`src/rtl/seg7_scan_decoder.sv`:
```
// Monitors a multiplexed active-low 7-segment bus and rebuilds the displayed
// BCD word and per-digit decimal points. A frame is published once every digit has been sampled.
module seg7_scan_decoder #(
  parameter int SETTLE_CYCLES  = 4,
  parameter int TIMEOUT_CYCLES = 1_000_000,
  parameter int N_DIGITS       = 8
) (
  input  logic                    clk,
  input  logic                    resetN,
  input  logic [6:0]              segments,
  input  logic                    dp_in,
  input  logic [N_DIGITS-1:0]     anodos,
  output logic [4*N_DIGITS-1:0]   bcd_out,
  output logic [N_DIGITS-1:0]     dp_out,
  output logic                    frame_valid,
  output logic                    frame_changed,
  output logic                    pattern_err,
  output logic                    scan_lost
);

  localparam int              VW        = N_DIGITS + 8;
  localparam int              TW        = $clog2(TIMEOUT_CYCLES + 1);
  localparam logic [7:0]      SETTLE_C  = 8'(SETTLE_CYCLES);
  localparam logic [TW-1:0]   TIMEOUT_C = TW'(TIMEOUT_CYCLES);

  typedef enum logic [1:0] {
    ST_IDLE     = 2'd0,
    ST_SETTLING = 2'd1,
    ST_HELD     = 2'd2
  } state_t;

  // Returns {undecodable, nibble}; blank maps to F, anything unknown to E.
  function automatic logic [4:0] decode_seg(input logic [6:0] seg);
    case (seg)
      7'b0000001: decode_seg = {1'b0, 4'h0};
      7'b1001111: decode_seg = {1'b0, 4'h1};
      7'b0010010: decode_seg = {1'b0, 4'h2};
      7'b0000110: decode_seg = {1'b0, 4'h3};
      7'b1001100: decode_seg = {1'b0, 4'h4};
      7'b0100100: decode_seg = {1'b0, 4'h5};
      7'b0100000: decode_seg = {1'b0, 4'h6};
      7'b0001111: decode_seg = {1'b0, 4'h7};
      7'b0000000: decode_seg = {1'b0, 4'h8};
      7'b0000100: decode_seg = {1'b0, 4'h9};
      7'b1111111: decode_seg = {1'b0, 4'hF};
      default:    decode_seg = {1'b1, 4'hE};
    endcase
  endfunction

  logic [6:0]            seg_meta_r, seg_sync_r;
  logic                  dp_meta_r, dp_sync_r;
  logic [N_DIGITS-1:0]   an_meta_r, an_sync_r;
  logic [VW-1:0]         cur_s, prev_r;
  logic                  anode_ok_s;
  logic [N_DIGITS-1:0]   sel_s;
  logic [4:0]            dec_s;

  state_t                state_r, state_nxt_s;
  logic [7:0]            count_r, count_nxt_s;
  logic                  sample_s;

  logic [4*N_DIGITS-1:0] digit_buf_r;
  logic [N_DIGITS-1:0]   dp_buf_r;
  logic [N_DIGITS-1:0]   seen_r, seen_nxt_s;
  logic                  publish_s;
  logic                  perr_nxt_s;
  logic [TW-1:0]         to_cnt_r, to_nxt_s;
  logic                  to_hit_s;
  logic                  lost_nxt_s;

  assign cur_s      = {an_sync_r, seg_sync_r, dp_sync_r};
  assign anode_ok_s = ($countones(~an_sync_r) == 32'd1);
  assign sel_s      = ~an_sync_r;
  assign dec_s      = decode_seg(seg_sync_r);
  assign publish_s  = &seen_r;

  // Two-flop synchronizer for the display bus, plus the one-cycle-old copy used for stability.
  always_ff @(posedge clk or negedge resetN) begin
    if (!resetN) begin
      seg_meta_r <= 7'h7F;
      seg_sync_r <= 7'h7F;
      dp_meta_r  <= 1'b1;
      dp_sync_r  <= 1'b1;
      an_meta_r  <= '1;
      an_sync_r  <= '1;
      prev_r     <= '1;
    end else begin
      seg_meta_r <= segments;
      seg_sync_r <= seg_meta_r;
      dp_meta_r  <= dp_in;
      dp_sync_r  <= dp_meta_r;
      an_meta_r  <= anodos;
      an_sync_r  <= an_meta_r;
      prev_r     <= cur_s;
    end
  end

  // Dwell FSM: a digit is sampled once after it has been stable for SETTLE_CYCLES.
  always_comb begin
    state_nxt_s = state_r;
    count_nxt_s = count_r;
    sample_s    = 1'b0;
    if (!anode_ok_s) begin
      state_nxt_s = ST_IDLE;
      count_nxt_s = 8'd0;
    end else begin
      case (state_r)
        ST_IDLE: begin
          state_nxt_s = ST_SETTLING;
          count_nxt_s = 8'd1;
        end
        ST_SETTLING: begin
          if (cur_s == prev_r) begin
            count_nxt_s = count_r + 8'd1;
          end else begin
            count_nxt_s = 8'd1;
          end
        end
        ST_HELD: begin
          if (cur_s != prev_r) begin
            state_nxt_s = ST_SETTLING;
            count_nxt_s = 8'd1;
          end else begin
            count_nxt_s = 8'd0;
          end
        end
        default: begin
          state_nxt_s = ST_IDLE;
          count_nxt_s = 8'd0;
        end
      endcase
      if ((state_nxt_s == ST_SETTLING) && (count_nxt_s >= SETTLE_C)) begin
        sample_s    = 1'b1;
        state_nxt_s = ST_HELD;
        count_nxt_s = 8'd0;
      end else begin
        sample_s    = 1'b0;
      end
    end
  end

  // Dwell FSM state register.
  always_ff @(posedge clk or negedge resetN) begin
    if (!resetN) begin
      state_r <= ST_IDLE;
      count_r <= 8'd0;
    end else begin
      state_r <= state_nxt_s;
      count_r <= count_nxt_s;
    end
  end

  // Publishing/timeout clear the seen mask first so a same-cycle sample lands in the fresh frame.
  always_comb begin
    to_hit_s   = (!sample_s) && (to_cnt_r == (TIMEOUT_C - TW'(1)));
    seen_nxt_s = seen_r;
    perr_nxt_s = pattern_err;
    to_nxt_s   = to_cnt_r;
    lost_nxt_s = scan_lost;
    if (publish_s || to_hit_s) begin
      seen_nxt_s = '0;
    end else begin
      seen_nxt_s = seen_r;
    end
    if (publish_s) begin
      perr_nxt_s = 1'b0;
    end else begin
      perr_nxt_s = pattern_err;
    end
    if (sample_s) begin
      seen_nxt_s = seen_nxt_s | sel_s;
      perr_nxt_s = perr_nxt_s | dec_s[4];
      to_nxt_s   = '0;
      lost_nxt_s = 1'b0;
    end else if (to_cnt_r != TIMEOUT_C) begin
      to_nxt_s   = to_cnt_r + TW'(1);
      lost_nxt_s = scan_lost | to_hit_s;
    end else begin
      to_nxt_s   = to_cnt_r;
      lost_nxt_s = scan_lost;
    end
  end

  // Frame assembly buffers, published outputs and scan-loss watchdog.
  always_ff @(posedge clk or negedge resetN) begin
    if (!resetN) begin
      digit_buf_r   <= '0;
      dp_buf_r      <= '0;
      seen_r        <= '0;
      bcd_out       <= '0;
      dp_out        <= '0;
      frame_valid   <= 1'b0;
      frame_changed <= 1'b0;
      pattern_err   <= 1'b0;
      scan_lost     <= 1'b0;
      to_cnt_r      <= '0;
    end else begin
      if (publish_s) begin
        bcd_out       <= digit_buf_r;
        dp_out        <= dp_buf_r;
        frame_valid   <= 1'b1;
        frame_changed <= (digit_buf_r != bcd_out);
      end else begin
        frame_valid   <= 1'b0;
        frame_changed <= 1'b0;
      end
      for (int i = 0; i < N_DIGITS; i++) begin
        if (sample_s && sel_s[i]) begin
          digit_buf_r[4*i +: 4] <= dec_s[3:0];
          dp_buf_r[i]           <= ~dp_sync_r;
        end
      end
      seen_r      <= seen_nxt_s;
      pattern_err <= perr_nxt_s;
      scan_lost   <= lost_nxt_s;
      to_cnt_r    <= to_nxt_s;
    end
  end

endmodule
```
`config.mk`:
```
export PLATFORM = sky130hd
export DESIGN_NAME = seg7_scan_decoder
export DESIGN_NICKNAME = d
export VERILOG_FILES = /design/src/rtl/seg7_scan_decoder.sv
export SDC_FILE = /design/constraint.sdc
export NUM_CORES = 1
export LEC_CHECK = 0
export ABC_AREA = 1
export BUFFER_PORTS_ARGS = -buffer_cell sky130_fd_sc_hd__clkbuf_2
export CAP_MARGIN = 25
export CORE_AREA = 2 2 132 134
export DETAILED_ROUTE_END_ITERATION = 8
export DIE_AREA = 0 0 134 136
export HOLD_SLACK_MARGIN = 0.06
export PLACE_DENSITY = 0.64
export REMOVE_ABC_BUFFERS = 1
export SETUP_SLACK_MARGIN = 0.3
export SLEW_MARGIN = 30
export SYNTH_ARGS = -nofsm -noshare
export SYNTH_HDL_FRONTEND = slang
export SYNTH_SLANG_ARGS = --single-unit
export TNS_END_PERCENT = 100
```
`constraint.sdc`:
```
create_clock -name clk -period 5.27 [get_ports clk]
set_clock_uncertainty 0.05 [all_clocks]
set_input_delay 0.527 -clock clk [delete_from_list [all_inputs] [get_ports clk]]
set_output_delay 0.527 -clock clk [all_outputs]
set_load 0.1 [all_outputs]
```
* After elaboration in Yosys (flattened, before gate mapping)
Index checks and enable logic that the tools add are counted.
** Word-level totals
- Memory bits (writable) :: 0
- Memory bits (read-only) :: 0
- Latch bits :: 0
- Memories :: 0
- Flip-flop bits (word level) :: 170
** Operators by class
- Reduce and logical (&&, ||, !) cells :: 16
- Multipliers :: 0
- Eq/ne operators :: 19
- Multiplexer cells :: 24
- Shift-type cells :: 0
- Add/subtract/negate cells :: 9
- $lt $le $gt $ge :: 1
- Divide/modulo/power cells :: 0
- Bitwise gates (word level) :: 5
** Operator list (number)
- 5-bit one-hot mux with 11 select lines :: 1
- 8-bit two-way mux :: 6
- 20-bit two-way mux :: 2
- 32-bit != test :: 1
- 8-bit one-hot mux with 3 select lines :: 1
- 7-bit == test, second input constant :: 3
- 20-bit by 1-bit adder with 20-bit output, second input constant :: 1
- 20-bit == test, second input constant :: 1
- 20-bit != test, second input constant :: 1
- 16-bit == test :: 1
- 16-bit != test :: 1
- 7-bit by 3-bit == test with 1-bit output, second input constant :: 2
- 7-bit by 6-bit == test with 1-bit output, second input constant :: 2
- 1-bit logical AND :: 10
- 1-bit two-way mux :: 9
- 1-bit by 1-bit adder with 2-bit output :: 4
- 8-bit by 1-bit adder with 8-bit output, second input constant :: 1
- 8-bit by 3-bit greater-or-equal comparator with 1-bit output, second input constant :: 1
- 2-bit two-way mux :: 4
- 8-bit NOT :: 1
- 8-bit OR :: 1
- 8-bit AND reduction :: 1
- 7-bit by 1-bit == test with 1-bit output, second input constant :: 1
- 7-bit by 4-bit == test with 1-bit output, second input constant :: 1
- other kinds (14) :: 17

* Depth between registers and ports, before layout
Gate-level depths: netlist of the first run.
- Depth after elaboration :: 16
- Mapped depth :: 22
- Mapped depth without buffers :: 20

* Worst setup path before layout of the first run
No wires, ideal clock.
- Kind :: flip-flop to flip-flop
- From :: register an_sync_r[0]
- To :: register digit_buf_r[27]
- Setup slack :: 1330 ps
- Arrival time :: 3744 ps
- Clock period less this slack :: 3940 ps
- Required time :: 5074 ps
- Buffers on the path :: 2
- Stages on the path, launching flop included :: 23
- Cell sequence :: dfstp_2 -> inv_1 -> fa_1 -> fa_1 -> fa_1 -> ha_1 -> inv_1 -> fa_1 -> inv_1 -> nand2_1 -> nor2_1 -> o2bb2ai_1 -> nand3_1 -> inv_1 -> nand2_1 -> inv_1 -> nand2_4 -> inv_4 -> buf_6 -> nand2_2 -> buf_6 -> nand2_1 -> o21ai_1
** On the way
- Longest elaborated chain between the ends :: 9
- Elaborated cells between the ends (all ways) :: 20
- Those cells by class :: add/sub: 3; order compare: 1; eq/ne: 4; mux: 9; bitwise: 1; reduce/logical: 2
** RTL lines
- start, declared :: line 52 : logic [N_DIGITS-1:0] an_meta_r, an_sync_r;
- start signal, assigned :: line 93 : an_sync_r <= an_meta_r;
- 16-bit != test or 16-bit == test (tied branches) :: line 120, 113
- 1-bit two-way mux (tied with other cells) :: line 120 : if (cur_s != prev_r) begin
- 8-bit one-hot mux with 3 select lines or 2-bit one-hot mux with 3 select lines (tied branches) :: line 107 : case (state_r)
- 8-bit two-way mux or 2-bit two-way mux (tied branches) :: line 103 : if (!anode_ok_s) begin
- 8-bit by 3-bit greater-or-equal comparator with 1-bit output or 2-bit by 1-bit == test with 1-bit output (tied branches) :: line 132 : if ((state_nxt_s == ST_SETTLING) && (count_nxt_s >= SETTLE_C)) begin
- 1-bit logical AND :: line 132
- 1-bit two-way mux :: line 132
- 1-bit two-way mux * :: line 103
- 1-bit logical AND * :: line 208 : if (sample_s && sel_s[i]) begin
- end signal, assigned by index :: line 209 : digit_buf_r[4*i +: 4] <= dec_s[3:0];
- end, declared :: line 62 : logic [4*N_DIGITS-1:0] digit_buf_r;
Every way passes the cells marked *; elsewhere a longest branch is shown, timed or not. The select of a mux whose other input is x is not followed.
A chain may end at the register's enable or synchronous reset.

* Final worst setup path of the first run
- From :: register an_sync_r[0]
- To :: register digit_buf_r[29]
The elaborated chain is that of the path after synthesis.

==> PnR_summary.wiki, run 1 <==
{| class="wikitable"
! Metric !! Value
|-
| Max Cap Violations || 0
|-
| Routed via count || approximately 5300
|-
| Number of hold violations in the final report || 0
|-
| Nature of the critical path endpoint || flop
|-
| Class of the most critical hold timing path || in -> async
|-
| DIE AREA || ~18000 µm²
|-
| Fraction of the cycle the final worst path needs || 0.826
|-
| Result of the run || finished clean
|-
| Finish-stage setup viols || 0
|-
| Achievable Freq || 230 MHz
|-
| Fraction of layout cells with a size suffix above 1 || 0.200
|-
| Core region area || 16900 µm²
|-
| Global route total overflow || 0
|-
| Critical setup path kind || reg -> reg
|-
| Sum of negative setup slack || 0 ps
|-
| Final nets || slightly above 900
|-
| Starting density of the core || 0.443
|-
| Slowest Stage Delay on Critical Path || 550 ps
|-
| Placed cell area || between 8000 and 9000 µm²
|-
| Main synth FF type || dfrtp_1
|-
| Number of pins exceeding their max-slew limit in the final report || 0
|-
| Gpl congestion || around 0.83
|-
| Cell-by-cell listing of the critical path || inv_1 > fa_1 > fa_1 > fa_1 > ha_1 > inv_1 > fa_1 > inv_1 > nand2_1 > nor2_1 > o2bb2ai_1 > nand3_1 > inv_1 > nand2_1 > inv_1 > nand2_4 > inv_4 > nand2_1 > nand2_1 > o21ai_0
|-
| Y dimension of the die || about 140 µm
|-
| Antenna Violating Nets Remaining || 0
|-
| Cell mode on critical path || inv_1
|-
| Number of detailed-route iterations in the first pass || 4
|-
| Critical path launch point type || flop
|-
| Maximum fanout count along the critical path || 23
|-
| Min setup slack post-route || ~910 ps
|-
| Average detailed-routed wire length per instance || about 13 µm
|-
| Number of antenna violations at the first check in global routing || 0
|-
| Final critical-path required period || 4360 ps
|-
| Power per standard cell area || 321 nW/µm²
|-
| Clk buf depth || 2
|-
| Number of global-route vias before repair || around 5000
|-
| Global router's overall resource usage || 0.169
|-
| Layout Cell Area excl Fill || 8580 µm²
|-
| Cell row count || 48
|-
| FF+latch count, synth || 170
|-
| Power, Total || 2.76 mW
|-
| Number of top-level pins || 62
|-
| Buffers added on ports || 61
|-
| Post-Syn Instances || 822
|-
| Count of clock tree sinks || 170
|-
| Vias per std cell || ~4.7
|-
| Clock transition time at the flip-flop clock pins of the worst setup and hold paths || 70 ps
|-
| Headroom to the max-slew limit || 0.505
|-
| Setup repair after global routing missed its margin || false
|-
| Top cell type's share of synthesized area || 0.408
|-
| Number of buffers inserted by hold repair at cts || 0
|-
| Number of setup buffers added after CTS || 0
|-
| Global-route wire length before repair || between 20000 and 25000 µm
|-
| Arrival time reported for the critical path endpoint || between 4000 and 5000 ps
|-
| Detailed-route wire length || 14300 µm
|-
| Number of warning messages in the yosys log || 0
|-
| Chip width || around 130 µm
|-
| Syn Std Cell Area || 7480 µm²
|-
| Setup WS pre-CTS || roughly 900 ps
|-
| Dominant cells by area after synthesis || dfrtp_1, dfstp_2, nand2_1
|-
| Static Leak || 4.42 nW
|-
| Average size of a mapped cell || approximately 9.1 µm²
|-
| Pin count of the biggest net entering global routing || between 70 and 80
|-
| Fill count || 1578
|-
| H-tree level count || 4
|-
| Slew at the pin closest to its max-slew limit || roughly 740 ps
|-
| Top cell types by occurrence after synthesis || nand2_1, dfrtp_1, inv_1, nor2_1, dfstp_2
|-
| Number of distinct standard cells referenced by the synthesized netlist || 46
|-
| Total of cells resized after clock tree synthesis || 0
|-
| Number of flops mapped to enable cells by yosys || 0
|-
| CTS Buf Count || 17
|-
| Ant diodes || 0
|-
| Library cell used as clock root buffer || clkbuf_16
|-
| Layout-stage area growth over the synthesis result || 14.7%
|-
| Library cell with the largest summed area after synthesis || dfrtp_1
|-
| Seq/Total Area, Yosys || 0.577
|-
| Most instantiated library cell after synthesis || nand2_1
|-
| Ys async rst share || 1.00
|-
| Maximum ir drop on the vdd rail || roughly 0.23 mV
|-
| Number of remaining DRC errors || 0
|-
| Skew-Pair Late Insertion Delay || ~420 ps
|-
| HPWL after detailed placement || around 10000 µm
|-
| Starting DRC count in detailed routing || 330
|-
| Critical-path top delay cell || fa_1
|-
| TritonCTS clock tree || done
|-
| Required time of the critical path || 5510 ps
|}
## area by class of cell
class | count | area (µm²) | share of cell area
clock buffer | 19 | 433 | 0.0505
clock inverter | 13 | 135 | 0.0157
inverter | 92 | 348 | 0.0405
multi-input combinational | 545 | 2720 | 0.317
sequential | 170 | 4310 | 0.503
tap | 225 | 282 | 0.0328
timing repair buffer | 66 | 349 | 0.0407
## where the power goes
group / switching [mW] / internal [mW]
logic: 0.109 / 0.0506
registers: 0.0357 / 1.36
clock network: 0.539 / 0.665
total: 0.683 / 2.07
## metal layers
metal | track usage | share of wire | vias to the layer above
met2 | 0.269 | 0.47 | 82
met4 | 0.0502 | 0.0064 | 0
met3 | 0.0425 | 0.036 | 5
met5 | 0 | 0 | -
li1 | - | - | 2748
met1 | 0.230 | 0.49 | 2466
## worst max-delay path, delay by kind of cell (launching register included)
kind                       cells  cell delay, ps
AOI/OAI and AO/OA              2             200
buffers and inverters          6             650
DFF                            1             540
and+or+nand+nor                7             810
adders and majority gates      5            1980
## stage by stage
step / hold WS (ps) / instances / util
finish: 42.3 / 1130 / 0.508
global route: 93.0 / 1130 / 0.508
CTS: 71.4 / 1130 / 0.508
detailed placement: 297 / 1098 / 0.475
global placement: 296 / 1098 / 0.474
floorplan: 181 / 807 / -
## registers in the layout, indices dropped and copies added (netlist names), 16 cells and up
name / flops
to_cnt_r: 20
bcd_out: 32
prev_r: 16
digit_buf_r: 32
## cell families after synthesis
kind of cell             share of synthesized area
AO/OA/AOI/OAI                               0.0647
adder cells (fa/ha/maj)                     0.0207
AND/OR/NAND/NOR                              0.236
XOR/XNOR                                    0.0386
other                                     0.000501
buffers and inverters                       0.0629
flip-flops                                   0.577
## placed cells by master (no fill, tap or decap), types with 3 or more instances in the layout
cell type,count
a21oi_1,7
inv_1,81
o21ai_0,29
clkbuf_2,60
nand2_2,4
a211oi_1,3
clkinv_4,3
o21ai_1,27
conb_1,6
inv_6,3
dfrtp_1,122
xor2_1,15
nor3b_1,3
or2_2,8
inv_2,9
buf_4,5
nor3_1,10
o21ai_2,5
nor4_1,7
xnor2_1,18
nand2_1,272
nor2_1,53
dfstp_2,48
fa_1,4
clkbuf_16,17
nand3_1,27
ha_1,6
nand4_1,20
inv_4,5
## path summary, 6_finish.rpt
path,start,endpoint,slack [ps],cells past startpoint
worst max-delay path,an_sync_r[0]$_DFF_PN1_,digit_buf_r[29]$_DFFE_PN0P_,910,20
worst min-delay path,resetN,dp_out[3]$_DFFE_PN0P_,40,1
worst max register to register,an_sync_r[0]$_DFF_PN1_,digit_buf_r[29]$_DFFE_PN0P_,910,20
worst min register to register,seg_meta_r[0]$_DFF_PN1_,seg_sync_r[0]$_DFF_PN1_,300,0
max in group asynchronous,resetN,pattern_err$_DFF_PN0_,3940,2
min in group clk,anodos[7],an_meta_r[7]$_DFF_PN1_,130,1
(Power assumes the default switching activity.)
==> run 2: changes to the inputs <==
--- a/config.mk
+++ b/config.mk
@@ -12,7 +12,7 @@
 export DETAILED_ROUTE_END_ITERATION = 8
 export DIE_AREA = 0 0 134 136
 export HOLD_SLACK_MARGIN = 0.06
-export PLACE_DENSITY = 0.64
+export PLACE_DENSITY = 0.67
 export REMOVE_ABC_BUFFERS = 1
 export SETUP_SLACK_MARGIN = 0.3
 export SLEW_MARGIN = 30
==> constraint.sdc (replaced) <==
create_clock -name clk -period 3.6 [get_ports clk]
set_clock_uncertainty 0.05 [all_clocks]
set_input_delay 0.36 -clock clk [delete_from_list [all_inputs] [get_ports clk]]
set_output_delay 0.36 -clock clk [all_outputs]
set_load 0.1 [all_outputs]
==> run 2 against run 1 <==
The flow now finishes with violations (negative setup slack). Die area unchanged. Global-route usage increased by 1.2 points. Critical endpoint is now seen_r[4]$_DFF_PN0_. Critical path type unchanged. Highest routed layer unchanged. Core utilization increased by 5.5 points.
==> PnR_summary.wiki, run 2 (synthesis gave the netlist of run 1 again) <==
{| class="wikitable"
! Metric !! Value
|-
| Result of the run || finished, violations left
|-
| Violated checks || negative setup slack
|-
| Achievable Freq || between 200 and 250 MHz
|-
| Final nets || 982
|-
| Largest registers in the final layout || bcd_out x32, digit_buf_r x32, to_cnt_r x20
|-
| Gpl congestion || ~0.93
|-
| Min setup slack post-route || -519 ps
|-
| Number of top-level pins || 62
|-
| Global route total overflow || 0
|-
| Number of hold violations in the final report || 0
|-
| Cell mode on critical path || inv_2
|-
| Skew-Pair Late Insertion Delay || ~430 ps
|-
| Chip width || approximately 130 µm
|-
| Static Leak || roughly 4.8 nW
|-
| Setup WS pre-CTS || -509 ps
|-
| Clk buf depth || 2
|-
| Sum of buffers and inverters on the critical path || 7
|-
| Y dimension of the die || approximately 140 µm
|-
| Nature of the critical path endpoint || flop
|-
| Class of the most critical hold timing path || reg -> reg
|-
| Cell row count || 48
|-
| Slew at the pin closest to its max-slew limit || between 800 and 900 ps
|-
| Number of pins exceeding their max-slew limit in the final report || 0
|-
| Global-route wire length before repair || about 26000 µm
|-
| Ant diodes || 0
|-
| Count of clock tree sinks || 170
|-
| Number of detailed-route iterations in the first pass || 5
|-
| Library cell used as clock root buffer || clkbuf_16
|-
| Most common cell after layout, fill and taps aside || nand2_1
|-
| Fraction of layout cells with a size suffix above 1 || 0.286
|-
| Critical setup path kind || reg -> reg
|-
| Buffers added on ports || 61
|-
| Layout-stage area growth over the synthesis result || 27.2%
|-
| Headroom to the max-slew limit || 0.431
|-
| HPWL after detailed placement || 10100 µm
|-
| Slack of the worst reg-to-reg path || -520 ps
|-
| Finish-stage setup viols || 74
|-
| Number of remaining DRC errors || 0
|-
| Routed via count || ~5800
|-
| Starting density of the core || 0.443
|-
| Commonest cells after routing, fill and taps aside || nand2_1, dfrtp_1, inv_1
|-
| Number of global-route vias before repair || ~5600
|-
| Vias per std cell || 4.88
|-
| Min Hold Slack || about 300 ps
|-
| Global router's overall resource usage || 0.181
|-
| Number of antenna violations at the first check in global routing || 0
|-
| Max Cap Violations || 0
|-
| Core region area || between 15000 and 20000 µm²
|-
| Power per standard cell area || 455 nW/µm²
|-
| H-tree level count || 4
|-
| Antenna Violating Nets Remaining || 0
|-
| DIE AREA || around 18000 µm²
|-
| Maximum ir drop on the vdd rail || 0.315 mV
|-
| Cell-by-cell listing of the critical path || inv_2 > fa_1 > fa_1 > fa_1 > ha_2 > inv_2 > fa_2 > inv_2 > nand2_2 > nor2_2 > o2bb2ai_2 > nand3_2 > inv_2 > nand2_2 > inv_2 > nand2_4 > buf_6 > a21oi_4 > buf_6 > nand2_1 > nand2_1
|-
| Critical path launch point type || flop
|-
| Critical-path top delay cell || fa_1
|-
| Fraction of the cycle the final worst path needs || 1.14
|-
| Setup repair after global routing missed its margin || true
|-
| TritonCTS clock tree || done
|-
| Slowest Stage Delay on Critical Path || around 560 ps
|-
| Detailed-route wire length || roughly 16000 µm
|-
| Maximum fanout count along the critical path || 4
|-
| Starting DRC count in detailed routing || around 350
|-
| Kind of cell adding the most delay to the critical path || adder cells
|-
| Arrival time reported for the critical path endpoint || 4430 ps
|-
| Required time of the critical path || approximately 4000 ps
|-
| CTS Buf Count || 17
|-
| Final critical-path required period || between 4000 and 5000 ps
|-
| Average detailed-routed wire length per instance || about 13 µm
|-
| Clock transition time at the flip-flop clock pins of the worst setup and hold paths || ~60 ps
|-
| Pin count of the biggest net entering global routing || just over 100
|}
-- run 2: cell count changes in the layout (fill, tap and decap cells not counted), sizes merged --
cell,before,now
buf,6,48
clkbuf,79,84
clkinv,5,2
dlygate4sd3,0,17
inv,99,98
nand2,278,280
-- run 2: what timing repair did --
| item | 4_1_cts | 5_1_grt |
|---|---|---|
| resized for setup | 57 | 46 |
| endpoints found under the hold margin | 82 | 0 |
| hold buffers | 17 | 0 |
| buffers inserted | 20 | 3 |
| pin swaps | 4 | 9 |
| cloned | 1 | 1 |
| setup endpoints to repair | 74 | 74 |
-- run 2: final timing paths --
| check | startpoint | cells after the start | endpoint |
|---|---|---|---|
| setup / recovery | an_sync_r[0]$_DFF_PN1_ | 21 | seen_r[4]$_DFF_PN0_ |
| hold reg to reg | dp_meta_r$_DFF_PN1_ | 0 | dp_sync_r$_DFF_PN1_ |
| hold / removal | dp_meta_r$_DFF_PN1_ | 0 | dp_sync_r$_DFF_PN1_ |
| min in group asynchronous | resetN | 2 | dp_buf_r[5]$_DFFE_PN0P_ |
| setup reg to reg | an_sync_r[0]$_DFF_PN1_ | 21 | seen_r[4]$_DFF_PN0_ |
| max in group asynchronous | resetN | 3 | bcd_out[11]$_DFFE_PN0P_ |
-- run 2: layout make-up --
type / count / area, µm²
inverters: 92 / 353
repair buffers: 126 / 946
multi-input cells: 547 / 3010
clock inverters: 9 / 96.3
clock buffers: 23 / 510
flip-flops and latches: 170 / 4310
fillers: 1405 / 7360
well taps: 225 / 282
-- run 2: report_power, final --
group	internal, mW	switching, mW	total (mW)
clock network	1.09	0.771	1.86
registers	1.99	0.0505	2.04
logic	0.205	0.228	0.432
-- run 2: per-layer routing --
| metal | GRT usage | part of all wire | vias to the layer above |
|---|---|---|---|
| met3 | 0.0429 | 0.041 | 28 |
| met1 | 0.234 | 0.46 | 2763 |
| li1 | - | - | 2878 |
| met5 | 0 | 0 | - |
| met2 | 0.297 | 0.48 | 149 |
| met4 | 0.0709 | 0.021 | 0 |
-- run 2: per-stage QoR --
| stage | instance area [µm²] | instances | TNS, ps | power, mW | util |
|---|---|---|---|---|---|
| floorplan | 7380 | 807 | -16060 | 2.21 | - |
| global placement | 8160 | 1118 | -21340 | 2.33 | 0.483 |
| detailed placement | 8160 | 1118 | -28470 | 2.34 | 0.483 |
| global route | 9510 | 1192 | -39870 | 4.51 | 0.564 |
| CTS | 9330 | 1188 | -21170 | 4.31 | 0.553 |
| finish | 9510 | 1192 | -31890 | 4.33 | 0.564 |
